--- config.mk ---
export PLATFORM = sky130hd
export DESIGN_NAME = decoder_scan_sequencer
export DESIGN_NICKNAME = d
export VERILOG_FILES = /design/src/rtl/scan_pkg.sv /design/src/rtl/chan_next_sel.sv /design/src/rtl/decoder_scan_sequencer.sv
export SDC_FILE = /design/constraint.sdc
export NUM_CORES = 1
export LEC_CHECK = 0
export ABC_AREA = 1
export CAP_MARGIN = 20
export CORE_AREA = 2 2 84 86
export CTS_CLUSTER_SIZE = 12
export DETAILED_ROUTE_END_ITERATION = 12
export DIE_AREA = 0 0 86 88
export GPL_TIMING_DRIVEN = 0
export SYNTH_ARGS = -nofsm -noshare
export SYNTH_HDL_FRONTEND = slang
export SYNTH_HIERARCHICAL = 1
export SYNTH_SLANG_ARGS = --single-unit
--- constraint.sdc ---
create_clock -name clk -period 3.7 [get_ports clk]
set_input_delay 0.74 -clock clk [delete_from_list [all_inputs] [get_ports clk]]
set_output_delay 0.74 -clock clk [all_outputs]
set_load 0.02 [all_outputs]
--- src/rtl/scan_pkg.sv ---
// scan_pkg: shared state encoding and channel constants for the decoder scan sequencer.
package scan_pkg;
    localparam int NCH   = 8;
    localparam int SEL_W = 3;
    typedef enum logic [1:0] {IDLE, ACTIVE, GAP, DONE} state_t;
endpackage

--- src/rtl/chan_next_sel.sv ---
// chan_next_sel: rotating priority finder for the first enabled channel strictly above x, wrapping to 0.
import scan_pkg::*;
module chan_next_sel (
    input  logic [NCH-1:0]   mask,
    input  logic [SEL_W-1:0] x,
    output logic [SEL_W-1:0] nxt,
    output logic             wraps
);
    logic [SEL_W-1:0] idx;
    always_comb begin
        nxt = x;
        idx = '0;
        // Walk from the farthest offset to the nearest so the nearest set bit wins.
        for (int k = NCH; k >= 1; k--) begin
            idx = x + SEL_W'(k);
            if (mask[idx]) nxt = idx;
        end
        wraps = nxt <= x;
    end
endmodule

--- src/rtl/decoder_scan_sequencer.sv ---
// decoder_scan_sequencer: drives en/x of a 3-to-8 decoder to scan masked channels with a dwell
// and one blanking cycle between channels.
import scan_pkg::*;
module decoder_scan_sequencer #(
    parameter int DWELL_W = 8
) (
    input  logic               clk,
    input  logic               rst,
    input  logic               start,
    input  logic               stop,
    input  logic               cont,
    input  logic [NCH-1:0]     mask,
    input  logic [DWELL_W-1:0] dwell,
    output logic               en,
    output logic [SEL_W-1:0]   x,
    output logic               busy,
    output logic               done,
    output logic               wrap
);
    state_t             state_q, state_d;
    logic               en_q, en_d, busy_q, busy_d, done_q, done_d, wrap_q, wrap_d, cont_q, cont_d;
    logic [SEL_W-1:0]   x_q, x_d;
    logic [NCH-1:0]     mask_q, mask_d;
    logic [DWELL_W-1:0] dwell_q, dwell_d, cnt_q, cnt_d, dw_in;
    logic               idle;
    logic [NCH-1:0]     sel_mask;
    logic [SEL_W-1:0]   sel_x, nxt;
    logic               wraps;

    // In IDLE/DONE the finder looks at the live mask from x = 7, yielding its lowest set bit.
    assign idle     = state_q == IDLE || state_q == DONE;
    assign sel_mask = idle ? mask : mask_q;
    assign sel_x    = idle ? SEL_W'(NCH - 1) : x_q;
    assign dw_in    = dwell == '0 ? DWELL_W'(1) : dwell;

    chan_next_sel u_next (
        .mask  (sel_mask),
        .x     (sel_x),
        .nxt   (nxt),
        .wraps (wraps)
    );

    always_comb begin
        state_d = state_q;
        en_d    = en_q;
        x_d     = x_q;
        busy_d  = busy_q;
        done_d  = 1'b0;
        wrap_d  = 1'b0;
        mask_d  = mask_q;
        dwell_d = dwell_q;
        cont_d  = cont_q;
        cnt_d   = cnt_q;
        if (stop) begin
            state_d = IDLE;
            en_d    = 1'b0;
            busy_d  = 1'b0;
        end else begin
            case (state_q)
                ACTIVE: begin
                    if (cnt_q != '0) begin
                        cnt_d = cnt_q - DWELL_W'(1);
                    end else if (!wraps || cont_q) begin
                        state_d = GAP;
                        en_d    = 1'b0;
                        wrap_d  = wraps;
                    end else begin
                        state_d = DONE;
                        en_d    = 1'b0;
                        busy_d  = 1'b0;
                        done_d  = 1'b1;
                    end
                end
                GAP: begin
                    state_d = ACTIVE;
                    x_d     = nxt;
                    en_d    = 1'b1;
                    cnt_d   = dwell_q - DWELL_W'(1);
                end
                default: begin
                    state_d = IDLE;
                    en_d    = 1'b0;
                    busy_d  = 1'b0;
                    if (start && mask != '0) begin
                        state_d = ACTIVE;
                        mask_d  = mask;
                        dwell_d = dw_in;
                        cont_d  = cont;
                        x_d     = nxt;
                        en_d    = 1'b1;
                        busy_d  = 1'b1;
                        cnt_d   = dw_in - DWELL_W'(1);
                    end else if (start) begin
                        done_d  = 1'b1;
                    end
                end
            endcase
        end
    end

    always_ff @(posedge clk or posedge rst) begin
        if (rst) begin
            state_q <= IDLE;
            en_q    <= 1'b0;
            x_q     <= '0;
            busy_q  <= 1'b0;
            done_q  <= 1'b0;
            wrap_q  <= 1'b0;
            mask_q  <= '0;
            dwell_q <= '0;
            cont_q  <= 1'b0;
            cnt_q   <= '0;
        end else begin
            state_q <= state_d;
            en_q    <= en_d;
            x_q     <= x_d;
            busy_q  <= busy_d;
            done_q  <= done_d;
            wrap_q  <= wrap_d;
            mask_q  <= mask_d;
            dwell_q <= dwell_d;
            cont_q  <= cont_d;
            cnt_q   <= cnt_d;
        end
    end

    assign en   = en_q;
    assign x    = x_q;
    assign busy = busy_q;
    assign done = done_q;
    assign wrap = wrap_q;
endmodule

==> results of run 1 <==
## registers in the layout, indices dropped and copies added (netlist names)
signal and count:
busy 1, x 3, dwell_q 8, state_q 2, cont_q 1, cnt_q 8
en 1, wrap 1, mask_q 8, done 1
## cells by family after synthesis
logic type               Yosys count
flip-flops                        34
buffers and inverters             66
AND/OR/NAND/NOR                  249
adder cells (fa/ha/maj)            8
XOR/XNOR                           1
AO/OA/AOI/OAI                     50
## worst max-delay path by stage
stage | start | to | slack [ns] | cells past startpoint
3_3_place_gp | state_q[0] | done | -0.66 | 29
6_report | state_q[0] | done | 0.21 | 29
4_1_cts | state_q[0] | done | 0.02 | 32
5_1_grt | state_q[0] | done | -0.05 | 32
2_1_floorplan | state_q[0] | done | 0.08 | 30
3_5_place_dp | state_q[0] | done | -0.67 | 29
## tightest hold or removal path: stages, from the launching register on
cell     delay, ns
dfrtp_1       0.35
nand2_1       0.05
o21ai_0       0.06
## stage by stage
step,area (um^2),cells
2_1_floorplan,2570,408
3_3_place_gp,2940,515
3_5_place_dp,2968,516
4_1_cts,3171,526
5_1_grt,3421,534
6_report,3421,534
## final cells by class
cell class                      count  area [um^2]
Inverter                           55        235.2
Sequential cell                    34        850.8
Buffer                             10        90.09
Clock inverter                      3        68.82
Multi-Input combinational cell    308         1627
Timing Repair Buffer               39        380.4
Tap cell                           80        100.1
Clock buffer                        5        68.82
Fill cell                         702         3223
## power breakdown
part	total, W	internal, W	leakage [nW]	switching (W)
Clock	0.000417	0.000270	0.0683	0.000147
Combinational	0.00267	0.00105	1.24	0.00162
Sequential	0.000612	0.000523	0.426	0.0000898
## cells in the final DEF, fill, tap and decap left out, types with 6 or more instances in the layout
master	n
nand2_1	162
inv_1	45
buf_4	14
dfrtp_1	34
inv_2	6
o21ai_1	7
nand2_2	13
o21ai_0	29
nand3_2	6
nand3_4	7
nand3_1	31
clkdlybuf4s50_1	27
nor2_1	17
## what timing repair did
| action | CTS | global route |
|---|---|---|
| pin swaps | 0 | 13 |
| hold endpoints to repair | 0 | 0 |
| cloned | 0 | 0 |
| setup buffers | 2 | 9 |
| setup endpoints to repair | 4 | 4 |
| gates resized for setup | 14 | 42 |
## per-layer routing
metal	global-route usage [%]	wire (um)	share of wire (%)
met3	3.110	159	2.4
met1	23.21	3105	47
met2	31.57	3225	49
met5	0	0	0
met4	4.185	53	0.81
==> flow_summary.ini, run 1 <==
[status]
outcome = complete, no violations

[timing]
relSlewSlack_pct = 55.23
drv_slew = 0
period_share_pct = 94.19
finalHoldViolations = 0
fmax_mhz = 286.9
setup_tns_ns = 0
finalSetupViolations = 0
tightest_slew_ns = 0.6709
fin_hold_ws_ns = 0.4869
fin_skew_ns = 0.004080
fin_crit_ns = 3.485
worst_slack_ns = 0.2149

[routing]
num_vias = 2676
ant_nets = 0
drtPass1Iterations = 4
wl_per_cell_um = 12.25
route.detailed.drc = 0
viasPerCell = 5.011
drt_iter0_drc = 109
drt_wl_total_um = 6543

[final_layout]
area_growth_pct = 33.17
n_antenna_cell = 0
nets = 482
layout-drive-gt1-share_pct = 18.28
post-route-util_pct = 51.49

[clock_tree]
ctsLongestPathBuffers = 2
numCtsBuffers = 5
clk_latency_ns = 0.29
htreeDepth = 2
path_clk_slew_ns = 0.07
cts_sinks = 34
clock_tree.root_cell = clkbuf_8
cts_hold_buffers = 0
cts_tree = done

[place]
port_buffers = 27
dp_hpwl_um = 4955
pre_cts_ws_ns = -0.6750
gp_congestion = 0.8834

[logic_synthesis]
synth_top_area_share_pct = 33.12
synth_fa_ha_area_share_pct = 3.897
yosysMostFrequentCell = nand2_1
synth.area.mux_share_pct = 0
synthSimpleGateAreaFrac_pct = 41.21
synth_xor_area_share_pct = 0.3410
synth.area.top_cells = dfrtp_1, nand2_1, nand3_1, inv_1, o21ai_0
synth_top_family_by_area = simple AND/OR/NAND/NOR gates
ys_seq_area_share_pct = 33.12
yosys.cell_types.count = 31
synth_compound_area_share_pct = 10.33
ys.flop_type = dfrtp_1
yosysTopAreaCell = dfrtp_1
synth_edf_count = 0
synth_nets = 437
synth.avg_cell_area_um2 = 6.296
synth_common_cells = nand2_1, inv_1, nand3_1
synthArstFlopShare_pct = 100.0
yosys_warnings = 6
synth.cell_area_um2 = 2569
syn_inst = 408
synth-seq-cells = 34

[worst_hold_path]
min_from = dwell_q[2]
hp-class = flop to flop
holdPathStages = 2
min_to = dwell_q[2]

[critical_path]
arrival_ns = 3.72
crit_path_top_delay_cell = dfrtp_1
timing.critical_path.mode_cell = nand2_1
r2r_end = done
r2r_setup_slack_ns = 0.21
r2r_cells = 29
rr_startpoint = state_q[0]
crit_family = simple AND/OR/NAND/NOR gates
critPathKind = flop to flop
cp-start-kind = flop
setup.worst_path.end_class = flop
path_buf_inv = 8
cp_slowest_stage_delay_ns = 0.37
worstPathRequired_ns = 3.94
crit_fanout = 7

[grt]
grt_overflow_total = 0
grt_use_total_pct = 18.01
antenna_found_initial = 0
grt_pass1_vias = 2493
grt_max_degree = 20
grt_pass1_wl_um = 11000

[die]
core-area_um2 = 6644
rows = 30
ioPinCount = 28
die_area_um2 = 7568
die_h_um = 88
die_w_um = 86
initial_core_util_pct = 38.66

[power_and_ir_drop]
finalPower_w = 0.003697
power_density_nw_per_um2 = 1081
p_leak_nw = 1.737
max-vdd-ir-drop_uv = 368.5

[flow_run]
max_cap_violations = 0
(Power assumes the default switching activity.)
==> inputs of run 2 (changes only) <==
--- a/config.mk
+++ b/config.mk
@@ -8,7 +8,6 @@
 export ABC_AREA = 1
 export CAP_MARGIN = 20
 export CORE_AREA = 2 2 84 86
-export CTS_CLUSTER_SIZE = 12
 export DETAILED_ROUTE_END_ITERATION = 12
 export DIE_AREA = 0 0 86 88
 export GPL_TIMING_DRIVEN = 0
==> results of run 2 <==
Final layout, timing and power as in run 1 (identical DEF).
==> inputs of run 3 (changes only) <==
--- a/config.mk
+++ b/config.mk
@@ -10,7 +10,6 @@
 export CORE_AREA = 2 2 84 86
 export DETAILED_ROUTE_END_ITERATION = 12
 export DIE_AREA = 0 0 86 88
-export GPL_TIMING_DRIVEN = 0
 export SYNTH_ARGS = -nofsm -noshare
 export SYNTH_HDL_FRONTEND = slang
 export SYNTH_HIERARCHICAL = 1
==> run 3 against run 2 <==
Net effect: routed wire length barely moved; hold slack got worse by 0.0049 ns; sequential cell count stayed put; register-to-register slack better by 0.13 ns.
==> flow_summary.ini, run 3 (synthesized netlist as in run 1, its figures left out) <==
[status]
outcome = complete, no violations

[critical_path]
crit_fanout = 7
worstPathRequired_ns = 3.85
critPathKind = flop to flop
arrival_ns = 3.51
cp-start-kind = flop
crit_chain = inv_2 > ha_4 > inv_4 > nand2_1 > buf_4 > ha_1 > xor2_2 > nand3b_1 > nand2_1 > a21oi_2 > nand2_1 > nand2_1 > nand2_1 > nand2_1 > a21oi_2 > ha_1 > nand2_1 > o21ai_0 > nand2_1 > nand2_1 > nor3_2 > o211ai_1 > o21ai_0
timing.critical_path.mode_cell = nand2_1
crit_path_top_delay_cell = dfrtp_1
cp_slowest_stage_delay_ns = 0.40
setup.worst_path.end_class = flop

[timing]
fin_crit_ns = 3.356
tightest_slew_ns = 0.4665
setup_tns_ns = 0
finalSetupViolations = 0
finalHoldViolations = 0
period_share_pct = 90.71
fin_hold_ws_ns = 0.4820
relSlewSlack_pct = 68.90
fin_skew_ns = 0.01103
fmax_mhz = 298.0
drv_slew = 0

[clock_tree]
clk_latency_ns = 0.28
cts_sinks = 34
htreeDepth = 2
ctsLongestPathBuffers = 2
clock_tree.root_cell = clkbuf_8
numCtsBuffers = 5
cts_tree = done
path_clk_slew_ns = 0.06

[routing]
drt_wl_total_um = 6538
num_vias = 2614
drtPass1Iterations = 5
drt_iter0_drc = 208
ant_nets = 0
route.detailed.drc = 0
wl_per_cell_um = 12.57
viasPerCell = 5.027

[final_layout]
nets = 470
layout-drive-gt1-share_pct = 13.18
n_antenna_cell = 0
final_common_cell = nand2_1
design_area_um2 = 3147
most-common-layout-cells = nand2_1, inv_1, nand3_1
reg_top3 = cnt_q: 8 flops, dwell_q: 8 flops, mask_q: 8 flops
seq_area_um2 = 850.8
multi_input_area_um2 = 1523
n_fill_cell = 716
area_growth_pct = 22.50
post-route-util_pct = 47.36

[power_and_ir_drop]
power_density_nw_per_um2 = 1012
max-vdd-ir-drop_uv = 325.7
power_frac_comb_pct = 72.2
p_leak_nw = 1.628
p_int_w = 0.001525
seq_power_share_pct = 19.1
pwr-share-clk_pct = 8.7
switchingPower_w = 0.001660
p_sw_share_pct = 52.11

[grt]
grt_use_total_pct = 18.41
grt_use_met1_pct = 25.68
grt_pass1_wl_um = 11100
grt_overflow_total = 0
grt.busiest_layer = met2
grt_max_degree = 35
grtUsageMet2_pct = 29.46
antenna_found_initial = 0
use_met3_pct = 3.016
grt_pass1_vias = 2403

[place]
gp_congestion = 0.8671
dpl-instance-area_um2 = 2927
port_buffers = 27
dp_hpwl_um = 4761

[die]
core-area_um2 = 6644
initial_core_util_pct = 38.66
die_area_um2 = 7568
die_w_um = 86
die_h_um = 88
rows = 30
ioPinCount = 28

[worst_hold_path]
hp-class = flop to flop

[flow_run]
max_cap_violations = 0
-- run 3: layout make-up --
| cell class | count | share of cell area, % |
|---|---|---|
| Multi-Input combinational cell | 308 | 48.39 |
| Sequential cell | 34 | 27.04 |
| Timing Repair Buffer | 37 | 11.93 |
| Inverter | 55 | 6.839 |
| Tap cell | 80 | 3.181 |
| Clock buffer | 6 | 2.624 |
-- run 3: repair_timing --
| action | in CTS | in global routing |
|---|---|---|
| hold buffers | 0 | 0 |
| buffers inserted | 0 | 1 |
| resized for setup | 0 | 32 |
| endpoints found under the setup margin | 0 | 3 |
-- run 3: worst paths after layout --
kind                       startpoint         end  slack (ns)  depth (start not counted)
hold / removal                   busy        busy        0.48                          2
min in group asynchronous         rst        wrap        0.86                          3
hold reg to reg                  busy        busy        0.48                          2
setup reg to reg           state_q[0]  state_q[0]        0.34                         23
max in group asynchronous         rst  dwell_q[2]        2.50                          3
setup / recovery           state_q[0]  state_q[0]        0.34                         23
-- run 3: critical path, delay by kind of cell, from the launching register on --
family	cells	cell delay (ns)
flip-flops	1	0.40
buffers and inverters	3	0.37
adder cells (fa/ha/maj)	3	0.71
AND/OR/NAND/NOR	11	0.91
XOR/XNOR	1	0.22
AO/OA/AOI/OAI	5	0.63
-- run 3: through the flow --
stage                     instances  setup slack, ns  total power [W]
after floorplan                 408          0.08229         0.002235
after global placement          512         -0.06748         0.002666
after detailed placement        512          -0.1037         0.002693
after CTS                       518          0.09396         0.002978
after global routing            520         -0.02201         0.003583
final                           520           0.3438         0.003185
-- run 3: per-layer routing --
metal | up-vias | part of all wire, %
li1 | 1344 | -
met1 | 1187 | 48
met2 | 73 | 44
met3 | 10 | 5.5
met4 | 0 | 2.0
met5 | - | 0
-- run 3: power groups by stage --
| stage | clock network (W) | logic (W) | registers [W] |
|---|---|---|---|
| finish | 0.000277 | 0.00230 | 0.000608 |
| global route | 0.000303 | 0.00265 | 0.000630 |
| CTS | 0.000287 | 0.00208 | 0.000609 |
| detailed placement | 0 | 0.00208 | 0.000615 |
| global placement | 0 | 0.00205 | 0.000612 |
| floorplan | 0 | 0.00161 | 0.000629 |
